--- config.mk ---
export PLATFORM = sky130hd
export DESIGN_NAME = rgb2ycbcr
export DESIGN_NICKNAME = d
export VERILOG_FILES = /design/src/rtl/rgb2ycbcr.sv
export SDC_FILE = /design/constraint.sdc
export NUM_CORES = 1
export LEC_CHECK = 0
export ABC_AREA = 1
export CORE_MARGIN = 1.5
export CORE_UTILIZATION = 40
export DETAILED_ROUTE_END_ITERATION = 8
export PLACE_DENSITY = 0.65
export SLEW_MARGIN = 20
export SYNTH_ARGS = -nofsm -noshare
export SYNTH_HDL_FRONTEND = slang
export SYNTH_SLANG_ARGS = --single-unit
export TNS_END_PERCENT = 50
--- constraint.sdc ---
create_clock -name i_sys_clk -period 4.7 [get_ports i_sys_clk]
set_input_delay 0.47 -clock i_sys_clk [delete_from_list [all_inputs] [get_ports i_sys_clk]]
set_output_delay 0.47 -clock i_sys_clk [all_outputs]
set_load 0.01 [all_outputs]
--- src/rtl/rgb2ycbcr.sv ---
// rtl/rgb2ycbcr.sv - RGB to full-range BT.601 YCbCr converter with per-frame Y peak tracker
//
// Purpose: free-running 3-stage pipeline: multiply, sum, scale/clamp. Sync flags
//          travel alongside the data. A two-state tracker latches the largest Y
//          of each completed frame.
// Option : define RGB2YCBCR_ROUND_EN to round half up instead of truncating.
// Ports  : i_sys_clk             - system clock, rising edge
//          i_rst_n               - asynchronous active-low reset
//          i_vs, i_hs            - frame / line sync in
//          i_convert_en          - input pixel valid
//          i_red/green/blue[7:0] - unsigned RGB pixel
//          o_vs, o_hs            - sync delayed 3 cycles
//          o_convert_en          - pixel valid delayed 3 cycles
//          o_y/cb/cr_data[7:0]   - converted pixel, held while not valid
//          o_y_peak[7:0]         - max Y of the last completed frame
//          o_frame_done          - one-cycle pulse when o_y_peak updates
module rgb2ycbcr (
  input  logic       i_sys_clk,
  input  logic       i_rst_n,
  input  logic       i_vs,
  input  logic       i_hs,
  input  logic       i_convert_en,
  input  logic [7:0] i_red,
  input  logic [7:0] i_green,
  input  logic [7:0] i_blue,
  output logic       o_vs,
  output logic       o_hs,
  output logic       o_convert_en,
  output logic [7:0] o_y_data,
  output logic [7:0] o_cb_data,
  output logic [7:0] o_cr_data,
  output logic [7:0] o_y_peak,
  output logic       o_frame_done
);

`ifdef RGB2YCBCR_ROUND_EN
  localparam logic [19:0] RND = 20'd512;
`else
  localparam logic [19:0] RND = 20'd0;
`endif
  localparam logic [19:0] CHROMA_OFS = 20'd131072;  // 128 << 10

  typedef enum logic {ST_IDLE, ST_ACTIVE} state_t;

  function automatic logic [17:0] mul(input logic [7:0] a, input logic [9:0] c);
    return 18'(a) * 18'(c);
  endfunction

  // Sums above 255.x (bits 19:18 set) saturate.
  function automatic logic [7:0] sat(input logic [19:0] s);
    return (s[19:18] != 2'b00) ? 8'hFF : s[17:10];
  endfunction

  // Stage 1: coefficient magnitudes; the signs are applied in stage 2.
  logic [17:0] p_yr, p_yg, p_yb, p_cbr, p_cbg, p_cbb, p_crr, p_crg, p_crb;
  logic [19:0] y_sum, cb_sum, cr_sum;
  logic        vs_s1, vs_s2, hs_s1, hs_s2, en_s1, en_s2;
  logic        low_s1, low_s2, low_s3;
  logic [7:0]  y_nxt, cb_nxt, cr_nxt;
  state_t      state_q, state_d;
  logic [7:0]  run_peak_q, run_peak_d, y_peak_d, pix_peak;
  logic        done_d;

  always_ff @(posedge i_sys_clk or negedge i_rst_n) begin
    if (!i_rst_n) begin
      p_yr  <= '0; p_yg  <= '0; p_yb  <= '0;
      p_cbr <= '0; p_cbg <= '0; p_cbb <= '0;
      p_crr <= '0; p_crg <= '0; p_crb <= '0;
      y_sum <= '0; cb_sum <= '0; cr_sum <= '0;
    end else begin
      p_yr  <= mul(i_red, 10'd306);
      p_yg  <= mul(i_green, 10'd601);
      p_yb  <= mul(i_blue, 10'd117);
      p_cbr <= mul(i_red, 10'd173);
      p_cbg <= mul(i_green, 10'd339);
      p_cbb <= mul(i_blue, 10'd512);
      p_crr <= mul(i_red, 10'd512);
      p_crg <= mul(i_green, 10'd429);
      p_crb <= mul(i_blue, 10'd83);
      // Chroma sums bottom out at 512, so unsigned wrap-free subtraction is safe.
      y_sum  <= 20'(p_yr) + 20'(p_yg) + 20'(p_yb) + RND;
      cb_sum <= CHROMA_OFS + 20'(p_cbb) - 20'(p_cbr) - 20'(p_cbg) + RND;
      cr_sum <= CHROMA_OFS + 20'(p_crr) - 20'(p_crg) - 20'(p_crb) + RND;
    end
  end

  assign y_nxt  = sat(y_sum);
  assign cb_nxt = sat(cb_sum);
  assign cr_nxt = sat(cr_sum);

  // Sync/valid delay line. low_sN records that a genuine low vs has entered the
  // pipeline: after reset the vs taps read 0 whatever the input is, so a frame
  // in progress across reset would otherwise look like a fresh rising edge.
  always_ff @(posedge i_sys_clk or negedge i_rst_n) begin
    if (!i_rst_n) begin
      vs_s1 <= 1'b0; vs_s2 <= 1'b0; o_vs <= 1'b0;
      hs_s1 <= 1'b0; hs_s2 <= 1'b0; o_hs <= 1'b0;
      en_s1 <= 1'b0; en_s2 <= 1'b0; o_convert_en <= 1'b0;
      low_s1 <= 1'b0; low_s2 <= 1'b0; low_s3 <= 1'b0;
      o_y_data  <= 8'd0;
      o_cb_data <= 8'd128;
      o_cr_data <= 8'd128;
    end else begin
      vs_s1 <= i_vs;         vs_s2 <= vs_s1; o_vs <= vs_s2;
      hs_s1 <= i_hs;         hs_s2 <= hs_s1; o_hs <= hs_s2;
      en_s1 <= i_convert_en; en_s2 <= en_s1; o_convert_en <= en_s2;
      low_s1 <= low_s1 | ~i_vs;
      low_s2 <= low_s1;
      low_s3 <= low_s2;
      if (en_s2) begin
        o_y_data  <= y_nxt;
        o_cb_data <= cb_nxt;
        o_cr_data <= cr_nxt;
      end
    end
  end

  // Tracker sees the values being loaded into the outputs, so the frame-end
  // pixel lands in the peak and o_frame_done rises together with o_vs falling.
  always_ff @(posedge i_sys_clk or negedge i_rst_n) begin
    if (!i_rst_n) begin
      state_q      <= ST_IDLE;
      run_peak_q   <= 8'd0;
      o_y_peak     <= 8'd0;
      o_frame_done <= 1'b0;
    end else begin
      state_q      <= state_d;
      run_peak_q   <= run_peak_d;
      o_y_peak     <= y_peak_d;
      o_frame_done <= done_d;
    end
  end

  always_comb begin
    state_d    = state_q;
    run_peak_d = run_peak_q;
    y_peak_d   = o_y_peak;
    done_d     = 1'b0;
    pix_peak   = (en_s2 && (y_nxt > run_peak_q)) ? y_nxt : run_peak_q;
    case (state_q)
      ST_IDLE: begin
        if (vs_s2 && !o_vs && low_s3) begin
          state_d    = ST_ACTIVE;
          run_peak_d = 8'd0;
        end
      end
      ST_ACTIVE: begin
        run_peak_d = pix_peak;
        if (!vs_s2 && o_vs) begin
          y_peak_d = pix_peak;
          done_d   = 1'b1;
          state_d  = ST_IDLE;
        end
      end
      default: state_d = ST_IDLE;
    endcase
  end

endmodule
# [Word level (Yosys, flattened, before mapping)]
# Index checks and enable logic that the tools add are counted.
[word_totals] output_inout_bits=36 reg_bits=244 elab_cells=72 inputBits=29
[classes] eq_ne=1 mul=7 n_reduce_logical=10 bitwise=3 n_mux=11 magnitude_cmp=1 addsub=8
[op_table] cell="$mux W8" n=5
[op_table] cell="$add A18 B17 Y19 const A" n=2
[op_table] cell="$mul A8 B9 Y17 const B" n=2
[op_table] cell="$mul A8 B8 Y16 const B" n=2
[op_table] cell="$mul A8 B7 Y15 const B" n=2
[op_table] cell="$add A19 B15 Y20" n=1
[op_table] cell="$sub A19 B16 Y20" n=1
[op_table] cell="$sub A19 B17 Y20" n=1
[op_table] cell="$sub A20 B15 Y20" n=1
[op_table] cell="$sub A20 B17 Y20" n=1
[op_table] cell="$add A17 B18 Y19" n=1
[op_table] cell="$mul A8 B10 Y18 const B" n=1
[op_table] cell="$pmux W8 S2" n=1
[op_table] cell="$gt A8 B8 Y1" n=1
[op_table] cell="$reduce_bool A2 Y1" n=3
[op_table] cell="$logic_and A1 B1 Y1" n=4
[op_table] cell="$mux W1" n=4
[op_table] cell="$logic_not A1 Y1" n=2
[op_table] cell="$ne A2 B2 Y1 const B" n=1
[op_table] cell="$not A1 Y1" n=2
[op_table] cell="$pmux W1 S2" n=1
[op_table] cell="$reduce_and A2 Y1" n=1
[op_table] cell="$or A1 B1 Y1" n=1

# [Logic depth before layout (Yosys ltp)]
# Gate-level depths: netlist of the first run.
[depth] ltp_word=6 ltp_mapped=17 ltp_nobuf=17

# [Least setup slack after synthesis of the first run]
# No wires, ideal clock.
[synth_timing] path_type="in2reg" start="input i_green[5]" end="register p_crg[16]" stages=14 n_path_buf=0 t_arrival_ns=3.374 path_slack_ns=1.200 required_ns=4.574 setup_time_ns=0.126 cell_sequence="ha_1 > xor2_1 > ha_1 > or2_2 > fa_1 > inv_1 > fa_1 > inv_1 > ha_1 > a21oi_1 > o21ai_0 > nand2_1 > nand4_1 > xor2_1"
[synth_via] elab_chain_cells=1
[synth_rtl] element="from (decl)" line="24" source="input logic [7:0] i_green,"
[synth_rtl] element="$mul A8 B9 Y17" line="46" source="return 18'(a) * 18'(c);"
[synth_rtl] element="to (signal assigned)" line="78" source="p_crg <= mul(i_green, 10'd429);"
[synth_rtl] element="to (decl)" line="55" source="logic [17:0] p_yr, p_yg, p_yb, p_cbr, p_cbg, p_cbb, p_crr, p_crg, p_crb;"
# No other way between the ends.
# A chain may end at the register's enable or synchronous reset.

# [Worst setup path after layout of the first run]
[layout_timing] start="input i_green[5]" end="register p_crg[14]"
# The elaborated chain is that of the path after synthesis.

==> results.yml, run 1 <==
status:
  status: "finished clean"
detailed_routing:
  drtIter0Drc: 734
  vias: 13220
  vias_per_cell: 4.90
  first_pass_iters: 5
  drcViolationCount: 0
  drtAntennaViolNets: 0
  wire_per_inst_um: 15.2
  totalWireLength_um: 41100
cells_and_area:
  syn2layout_area_growth_pct: 13.3
  seqCellArea_mm2: 0.00506
  diodes: 0
  multi_input_area_mm2: 0.0113
  finalNetCount: 2577
  drive_gt1_share_pct: 4.59
  fillCellCount: 4287
clock_tree:
  clock-root-buffer: "clkbuf_16"
  cts.sink_count: 202
  cts_tree: "yes"
  cts_buffers: 24
  cts_resized: 0
  cts_htree_levels: 1
  ctsHoldBuffers: 0
  post-cts-setup-buffers: 0
  clk_path_buf_depth: 3
  insertion_delay_ps: 540
  clk_transition_reported_paths_ps: 60
synth:
  synth_adder_area_share_pct: 36.5
  syn-num-nets: 2473
  synth_compound_area_share_pct: 7.80
  synth_area_per_cell_um2: 8.89
  yosysTopAreaCellShare_pct: 28.3
  synth_top_cell_by_area: "dfrtp_1"
  synth_xor_area_share_pct: 4.01
  synth_flop_cell: "dfrtp_1"
  synth_area_leaders: "dfrtp_1, ha_1, fa_1"
  synthSimpleGateAreaFrac_pct: 15.5
  async_flop_share_pct: 100
  synth_cell_types: 42
  ys_ff_latch: 202
  synth_top_family_by_area: "adder cells"
  synth_cells: 1990
  synthesis.area_mm2: 0.0177
  synthMuxAreaShare_pct: 0
  synth_edf_count: 0
  synth_warnings: 0
  synth_common_cells: "ha_1, nand2_1, inv_1"
  ys_seq_area_share_pct: 28.6
  yosysMostFrequentCell: "ha_1"
job:
  cap_violations: 0
critical_path:
  r2r_end: "cr_sum[17]"
  rr_worst_depth: 8
  critPathSlowestCell: "fa_1"
  r2r_start: "p_crr[10]"
  r2r_setup_slack_ps: 2340
  worstPathCellList: "clkdlybuf4s50_1 -> ha_1 -> xor2_1 -> ha_1 -> or2_2 -> fa_1 -> inv_1 -> fa_1 -> inv_1 -> ha_1 -> a21oi_1 -> o21ai_0 -> nand2_1 -> nand3_1 -> xor2_1"
  worstSetupPathType: "in2reg"
  required_ps: 5100
  crit_fanout: 4
  max_stage_delay_ps: 530
  start_kind: "primary input"
  cp_data_arrival_time_ps: 4220
  crit_path_end_kind: "flip-flop"
  crit_path_frequent_cell: "ha_1"
timing:
  slew_violations: 0
  relSlewSlack_pct: 35.7
  final-hold-violation-count: 0
  setup_violations: 0
  skew_ps: 32.2
  finalSetupTns_ps: 0
  worst_pin_slew_ps: 965
  rsz0062_at_grt: "no"
  period_minus_slack_ps: 3820
  final.period_utilization_pct: 81.3
  timing.fmax_mhz: 262
die:
  placementRows: 76
  initial_utilization_pct: 40.8
  dieArea_mm2: 0.0455
  fp.dieW_um: 213
  die-height_um: 213
  ios: 65
  core-area_mm2: 0.0434
place:
  dp_hpwl_um: 34400
  port_buffers: 64
  gp_congestion: 0.905
min_path:
  hp-class: "in2async"
grt:
  grt_pass1_vias: 13681
  antenna_found_initial: 4
  grt_pass1_wl_um: 69000
  grt_max_degree: 115
  grt-ovfl-total: 0
  grt_usage_pct: 19.1
power_and_ir_drop:
  power_density_mw_per_mm2: 672
  leakage_nw: 10.8
  peakVddDrop_v: 0.000342
  power_mw: 13.5
## cell families (layout without fill, tap and decap cells)
kind of cell / count (synthesis) / count (layout)
simple gates: 657 / 657
fa+ha+maj: 454 / 454
buf+inv: 356 / 478
compound gates: 240 / 240
flops: 202 / 202
xor+xnor: 81 / 81
## cell type report
type / instances / area share (%)
multi-input cells: 1432 / 56.3
clock buffers: 33 / 3.32
flip-flops and latches: 202 / 25.2
clock inverters: 11 / 0.961
repair buffers: 86 / 4.04
well taps: 585 / 3.65
inverters: 348 / 6.52
## through the flow
| stage | setup slack [ps] | hold slack (ps) | instances | cell area [um2] | utilization, % |
|---|---|---|---|---|---|
| after floorplan | 1200 | 174 | 1990 | 17700 | - |
| final | 881 | 35.0 | 2697 | 20000 | 46.2 |
| after global placement | 447 | 334 | 2653 | 19200 | 44.2 |
| after detailed placement | 368 | 336 | 2653 | 19200 | 44.2 |
| after global routing | 677 | 126 | 2697 | 20000 | 46.2 |
| after CTS | 908 | 93.5 | 2697 | 20000 | 46.2 |
## cells in the final DEF, fill, tap and decap left out, drive strengths merged, types with 3 or more instances in the layout
cell type,instances
a211oi,3
a21o,16
a21oi,124
a31oi,9
buf,22
bufinv,4
clkbuf,34
clkdlybuf4s50,63
clkinv,6
dfrtp,200
fa,102
ha,352
inv,347
nand2,356
nand3,109
nand4,17
nor2,152
nor3,15
o211ai,3
o21a,6
o21ai,58
o21bai,16
o31ai,3
or2,6
xnor2,26
xor2,55
## power breakdown
group | switching, mW | internal [mW] | total, mW
clock network | 0.773 | 1.22 | 1.99
logic | 5.35 | 3.30 | 8.65
registers | 0.354 | 2.47 | 2.82
total | 6.48 | 6.99 | 13.5
## worst max path at each step
stage                 to  cells past startpoint  startpoint
5_1_grt        p_crg[16]                     15  i_green[5]
6_report       p_crg[14]                     15  i_green[5]
4_1_cts        p_crg[16]                     15  i_green[5]
3_5_place_dp   p_crg[16]                     15  i_green[5]
2_1_floorplan  p_crg[16]                     14  i_green[5]
3_3_place_gp   p_crg[15]                     13  i_green[3]
## state kept, by name, summed over array words and instances (netlist names), 9 cells and up
| name | count |
|---|---|
| y_sum | 9 |
| p_cbr | 14 |
| p_cbg | 16 |
| p_yg | 18 |
| p_crb | 15 |
| cr_sum | 10 |
| p_yb | 13 |
| p_yr | 13 |
| p_crg | 15 |
| cb_sum | 10 |
## per-layer routing
metal | global-route usage [%] | vias to the layer above | wire (um)
met5 | 0 | - | 0
met4 | 3.84 | 0 | 695
met3 | 2.40 | 46 | 2050
met2 | 32.1 | 281 | 18800
met1 | 26.4 | 6233 | 19500
li1 | - | 6660 | -
## worst max-delay path: cells and delay by family
family          cells  cell delay [ps]
compound gates      2              370
buf+inv             3              600
xor+xnor            2              340
fa+ha+maj           5             1970
simple gates        3              460
(Power assumes the default switching activity.)
==> inputs of run 2 (changes only) <==
- PLACE_DENSITY: 0.65 -> 0.67
- clock period: 4.7 -> 3.2 ns (I/O delays scaled with it)
==> run 2 against run 1 <==
Against the previous run: sequential share of layout area fell by 2.4 points; critical endpoint is now p_crg[11]; clock power increased by 52%; largest power group unchanged; register-to-register slack worse by 1500 ps.
==> results.yml, run 2 (synthesis gave the netlist of run 1 again) <==
timing:
  finalSetupTns_ps: 0
  finalWorstSetupSlack_ps: 111
  final.period_utilization_pct: 96.5
  worst_pin_slew_ps: 625
  final-hold-violation-count: 0
  rsz0062_at_grt: "yes"
  holdWs_ps: 167
  period_minus_slack_ps: 3090
  slew_violations: 0
  timing.fmax_mhz: 324
  setup_violations: 0
  relSlewSlack_pct: 58.3
  skew_ps: 18.5
cells_and_area:
  diodes: 0
  design_area_mm2: 0.0222
  drive_gt1_share_pct: 17.3
  final_common_cell: "inv_1"
  largest_reg_flops: 18
  regMostFlops: "p_yg"
  finalNetCount: 2791
  fin_util_pct: 51.2
  syn2layout_area_growth_pct: 25.5
  top_regs: "p_yg (18), p_cbg (16)"
  final_cell_count_no_fill: 2912
  fillCellCount: 4040
  layout_common_cells: "inv_1, nand2_1, ha_1"
status:
  status: "finished clean"
critical_path:
  start_kind: "primary input"
  required_ps: 3660
  crit_path_end_kind: "flip-flop"
  worstPathCellList: "dlygate4sd2_1 -> buf_4 -> ha_4 -> xor2_2 -> ha_1 -> fa_1 -> inv_1 -> fa_1 -> inv_1 -> ha_4 -> a21oi_4 -> o21ai_2 -> buf_4 -> a21oi_1 -> xnor2_1"
  critPathSlowestCell: "fa_1"
  cp_data_arrival_time_ps: 3550
  max_stage_delay_ps: 540
  crit_fanout: 4
  worstSetupPathType: "in2reg"
power_and_ir_drop:
  power_density_mw_per_mm2: 988
  leakage_nw: 11.9
  power_mw: 21.9
  pwr-share-seq_pct: 18.9
  switchingPower_mw: 10.4
  combPwrFrac_pct: 67.4
  peakVddDrop_v: 0.000501
  intPower_mw: 11.6
  switching_share_pct: 47.3
  clkPwrFrac_pct: 13.8
die:
  core-area_mm2: 0.0434
  dieArea_mm2: 0.0455
  ios: 65
  fp.dieW_um: 213
  initial_utilization_pct: 40.8
  die-height_um: 213
  placementRows: 76
detailed_routing:
  first_pass_iters: 6
  vias_per_cell: 4.83
  vias: 14067
  drtAntennaViolNets: 0
  drtIter0Drc: 655
  drcViolationCount: 0
  wire_per_inst_um: 15.0
  totalWireLength_um: 43700
grt:
  grt-ovfl-total: 0
  grtUsageMet1_pct: 27.5
  grt_pass1_vias: 14574
  top_usage_layer: "met2"
  antenna_found_initial: 0
  grt_pass1_wl_um: 72800
  use_met3_pct: 2.24
  use_met2_pct: 34.1
  grt_usage_pct: 20.1
  grt_max_degree: 75
clock_tree:
  cts.sink_count: 202
  cts_tree: "yes"
  cts_buffers: 25
  insertion_delay_ps: 550
  clk_path_buf_depth: 3
  clk_transition_reported_paths_ps: 60
  cts_htree_levels: 1
  clock-root-buffer: "clkbuf_16"
place:
  place_ws_ps: -753
  dpl_cell_area_mm2: 0.0208
  dp.cells: 2859
  dp_hpwl_um: 36400
  gp_congestion: 0.925
  port_buffers: 64
min_path:
  hp-class: "in2reg"
job:
  cap_violations: 0
## run 2: cell types whose count changed in the layout (fill, tap and decap cells not counted), moves of 8 or more
cell and change:
buf_4 +209, ha_1 -26, ha_4 +20, a21oi_1 -17
o21ai_0 -15, a21oi_2 +13, clkdlybuf4s50_1 -13, nor2_1 -10
nor2_2 +9, o21ai_2 +9, nand2_1 -8
## run 2: layer usage
layer,share of wire (%),up-vias
met5,0,-
met4,2.4,0
met3,3.3,57
met2,47,221
met1,48,6683
li1,-,7106
## run 2: final timing paths
kind / depth (start not counted) / endpoint / slack [ps] / startpoint
max: 15 / p_crg[11] / 110 / i_green[6]
min: 2 / p_crr[13] / 170 / i_red[4]
max reg2reg: 7 / y_sum[14] / 830 / p_crr[11]
min reg2reg: 0 / o_hs / 350 / hs_s2
max in group asynchronous: 3 / p_crg[14] / 1960 / i_rst_n
min in group asynchronous: 2 / o_y_peak[2] / 330 / i_rst_n
## run 2: power groups by stage
stage / Sequential [mW] / Clock (mW) / Combinational (mW)
2_1_floorplan: 4.07 / 0 / 9.27
3_3_place_gp: 4.17 / 0 / 13.7
3_5_place_dp: 4.19 / 0 / 13.9
4_1_cts: 4.16 / 3.09 / 14.4
5_1_grt: 4.23 / 3.21 / 16.7
6_report: 4.13 / 3.02 / 14.8
## run 2: area by class of cell
class | instances | area [um2] | share of cell area, %
timing repair buffer | 299 | 2420 | 10.9
clock inverter | 17 | 216 | 0.975
inverter | 348 | 1310 | 5.89
clock buffer | 29 | 671 | 3.02
tap | 585 | 732 | 3.30
sequential | 202 | 5060 | 22.8
multi-input combinational | 1432 | 11800 | 53.1
## run 2: repair_timing
action / in CTS / in global routing
endpoints found under the setup margin: 50 / 44
pin swaps: 13 / 35
hold buffers: 1 / 0
resized for setup: 56 / 67
setup buffers: 2 / 4
hold endpoints to repair: 70 / 0
## run 2: critical path, delay by kind of cell
family	cells	cell delay, ps
fa+ha+maj	5	1870
buf+inv	5	640
compound gates	3	390
xor+xnor	2	310
==> inputs of run 3 (changes only) <==
- CORE_MARGIN: 1.5 -> 2
==> run 3 against run 2 <==
Against the previous run: register-to-register slack improved by 100 ps; critical path depth down 2; power fell by 2.0%; combinational power barely moved; first-iteration DRC count decreased by 8.7%; count of clock-buffer cells in the layout unchanged; fmax is 0.47% lower; sequential cell count did not move; final cell count decreased by 0.27%; clock skew is 8.0 ps lower; non-clock buffer count fell by 10; utilization decreased by 0.51 points; critical endpoint is now p_cbr[13]; largest power group unchanged.
==> results.yml, run 3 (synthesis gave the netlist of run 1 again) <==
detailed_routing:
  drcViolationCount: 0
  vias_per_cell: 4.86
  vias: 14123
  first_pass_iters: 5
  wire_per_inst_um: 15.0
  totalWireLength_um: 43600
  drtIter0Drc: 598
  drtAntennaViolNets: 0
grt:
  grt_max_degree: 71
  grt_usage_pct: 19.5
  antenna_found_initial: 3
  grt_pass1_wl_um: 72800
  grt_pass1_vias: 14713
  grt-ovfl-total: 0
die:
  placementRows: 77
  die-height_um: 214
  dieArea_mm2: 0.0459
  initial_utilization_pct: 40.2
  fp.dieW_um: 214
  ios: 65
  core-area_mm2: 0.0439
min_path:
  hold_path.startpoint: "i_blue[1]"
  hold_depth: 2
  hp-class: "in2reg"
  holdPathEnd: "p_cbb[10]"
power_and_ir_drop:
  power_density_mw_per_mm2: 965
  leakage_nw: 11.9
  peakVddDrop_v: 0.000467
clock_tree:
  clk_path_buf_depth: 3
  cts_tree: "yes"
  cts_htree_levels: 1
  insertion_delay_ps: 520
  cts.sink_count: 202
  cts_buffers: 23
  clk_transition_reported_paths_ps: 60
  clock-root-buffer: "clkbuf_16"
timing:
  skew_ps: 10.5
  timing.fmax_mhz: 322
  worst_pin_slew_ps: 618
  relSlewSlack_pct: 58.8
  period_minus_slack_ps: 3100
  final-hold-violation-count: 0
  rsz0062_at_grt: "yes"
  final.period_utilization_pct: 97.0
  setup_violations: 0
  slew_violations: 0
critical_path:
  required_ps: 3610
  r2r_setup_slack_ps: 930
  cp_data_arrival_time_ps: 3520
  r2r_end: "o_y_peak[6]"
  start_kind: "primary input"
  r2r_start: "y_sum[18]"
  worstSetupPathType: "in2reg"
  crit_path_end_kind: "flip-flop"
  rr_worst_depth: 11
  crit_fanout: 4
status:
  status: "finished clean"
place:
  gp_congestion: 0.887
  port_buffers: 64
  dp.cells: 2858
  dp_hpwl_um: 36100
cells_and_area:
  largest_reg_flops: 18
  finalNetCount: 2779
  top_regs: "p_yg (18), p_cbg (16)"
  syn2layout_area_growth_pct: 25.9
  regMostFlops: "p_yg"
  fin_util_pct: 50.7
  layout_common_cells: "inv_1, nand2_1, ha_1"
  final_cell_count_no_fill: 2904
  diodes: 0
  drive_gt1_share_pct: 17.7
  final_common_cell: "inv_1"
job:
  cap_violations: 0
run 3: cell count changes in the layout (fill, tap and decap cells not counted), sizes merged, moves of 2 or more:
cell and change:
clkinv -2, clkdlybuf4s50 -4, clkbuf +2, dlymetal6s2s +2, buf -10, inv -2
run 3: power by group:
part           switching, mW  leakage, nW  internal (mW)
Sequential             0.471         2.39           3.62
Clock                   1.09        0.392           1.68
Combinational           8.41         9.09           6.22
Total                   9.97         11.9           11.5
run 3: how the worst max path moves through the flow:
stage / from / to / slack, ps / cells past startpoint
3_3_place_gp: i_green[5] / p_cbg[14] / -790 / 15
5_1_grt: i_green[7] / p_cbg[15] / -10 / 15
4_1_cts: i_green[4] / p_crg[16] / -8 / 14
2_1_floorplan: i_green[2] / p_crg[13] / -6 / 14
3_5_place_dp: i_green[5] / p_crg[16] / -810 / 15
6_report: i_red[1] / p_cbr[13] / 100 / 13
run 3: layout make-up:
class                   instances  area [um2]
well taps                     592         741
repair buffers                289        2380
fillers                      4025       21700
clock inverters                12         155
clock buffers                  29         648
inverters                     348        1310
flip-flops and latches        202        5060
multi-input cells            1432       12000
run 3: worst max-delay path: stages:
cell	delay, ps
clkdlybuf4s50_1	430
ha_1	300
inv_1	60
fa_1	540
fa_1	430
fa_1	500
inv_1	70
ha_4	260
a21oi_2	170
o21ai_1	120
nand2_1	80
nand4_1	80
xor2_1	150
run 3: layer usage:
layer  global-route usage (%)  part of all wire (%)
met1                     26.4                    47
met2                     33.0                    47
met3                     1.84                   3.4
met4                     6.30                   3.1
met5                        0                 0.039
run 3: through the flow:
stage               power, mW  TNS (ps)  hold WS [ps]  area, um2  setup WS (ps)
CTS                      21.1     -8.09           208      21900          -8.09
global route             23.8     -25.6           126      22300          -14.3
floorplan                13.3     -9.63          24.4      17700          -5.95
global placement         17.6    -41100           334      20700           -788
finish                   21.5         0           129      22300           96.5
detailed placement       17.8    -43060           337      20700           -815
run 3: what timing repair did:
item | in CTS | in global routing
hold buffers | 1 | 0
endpoints found under the setup margin | 57 | 49
endpoints found under the hold margin | 67 | 0
setup buffers | 2 | 2
gates resized for setup | 68 | 92
pin swaps | 16 | 45
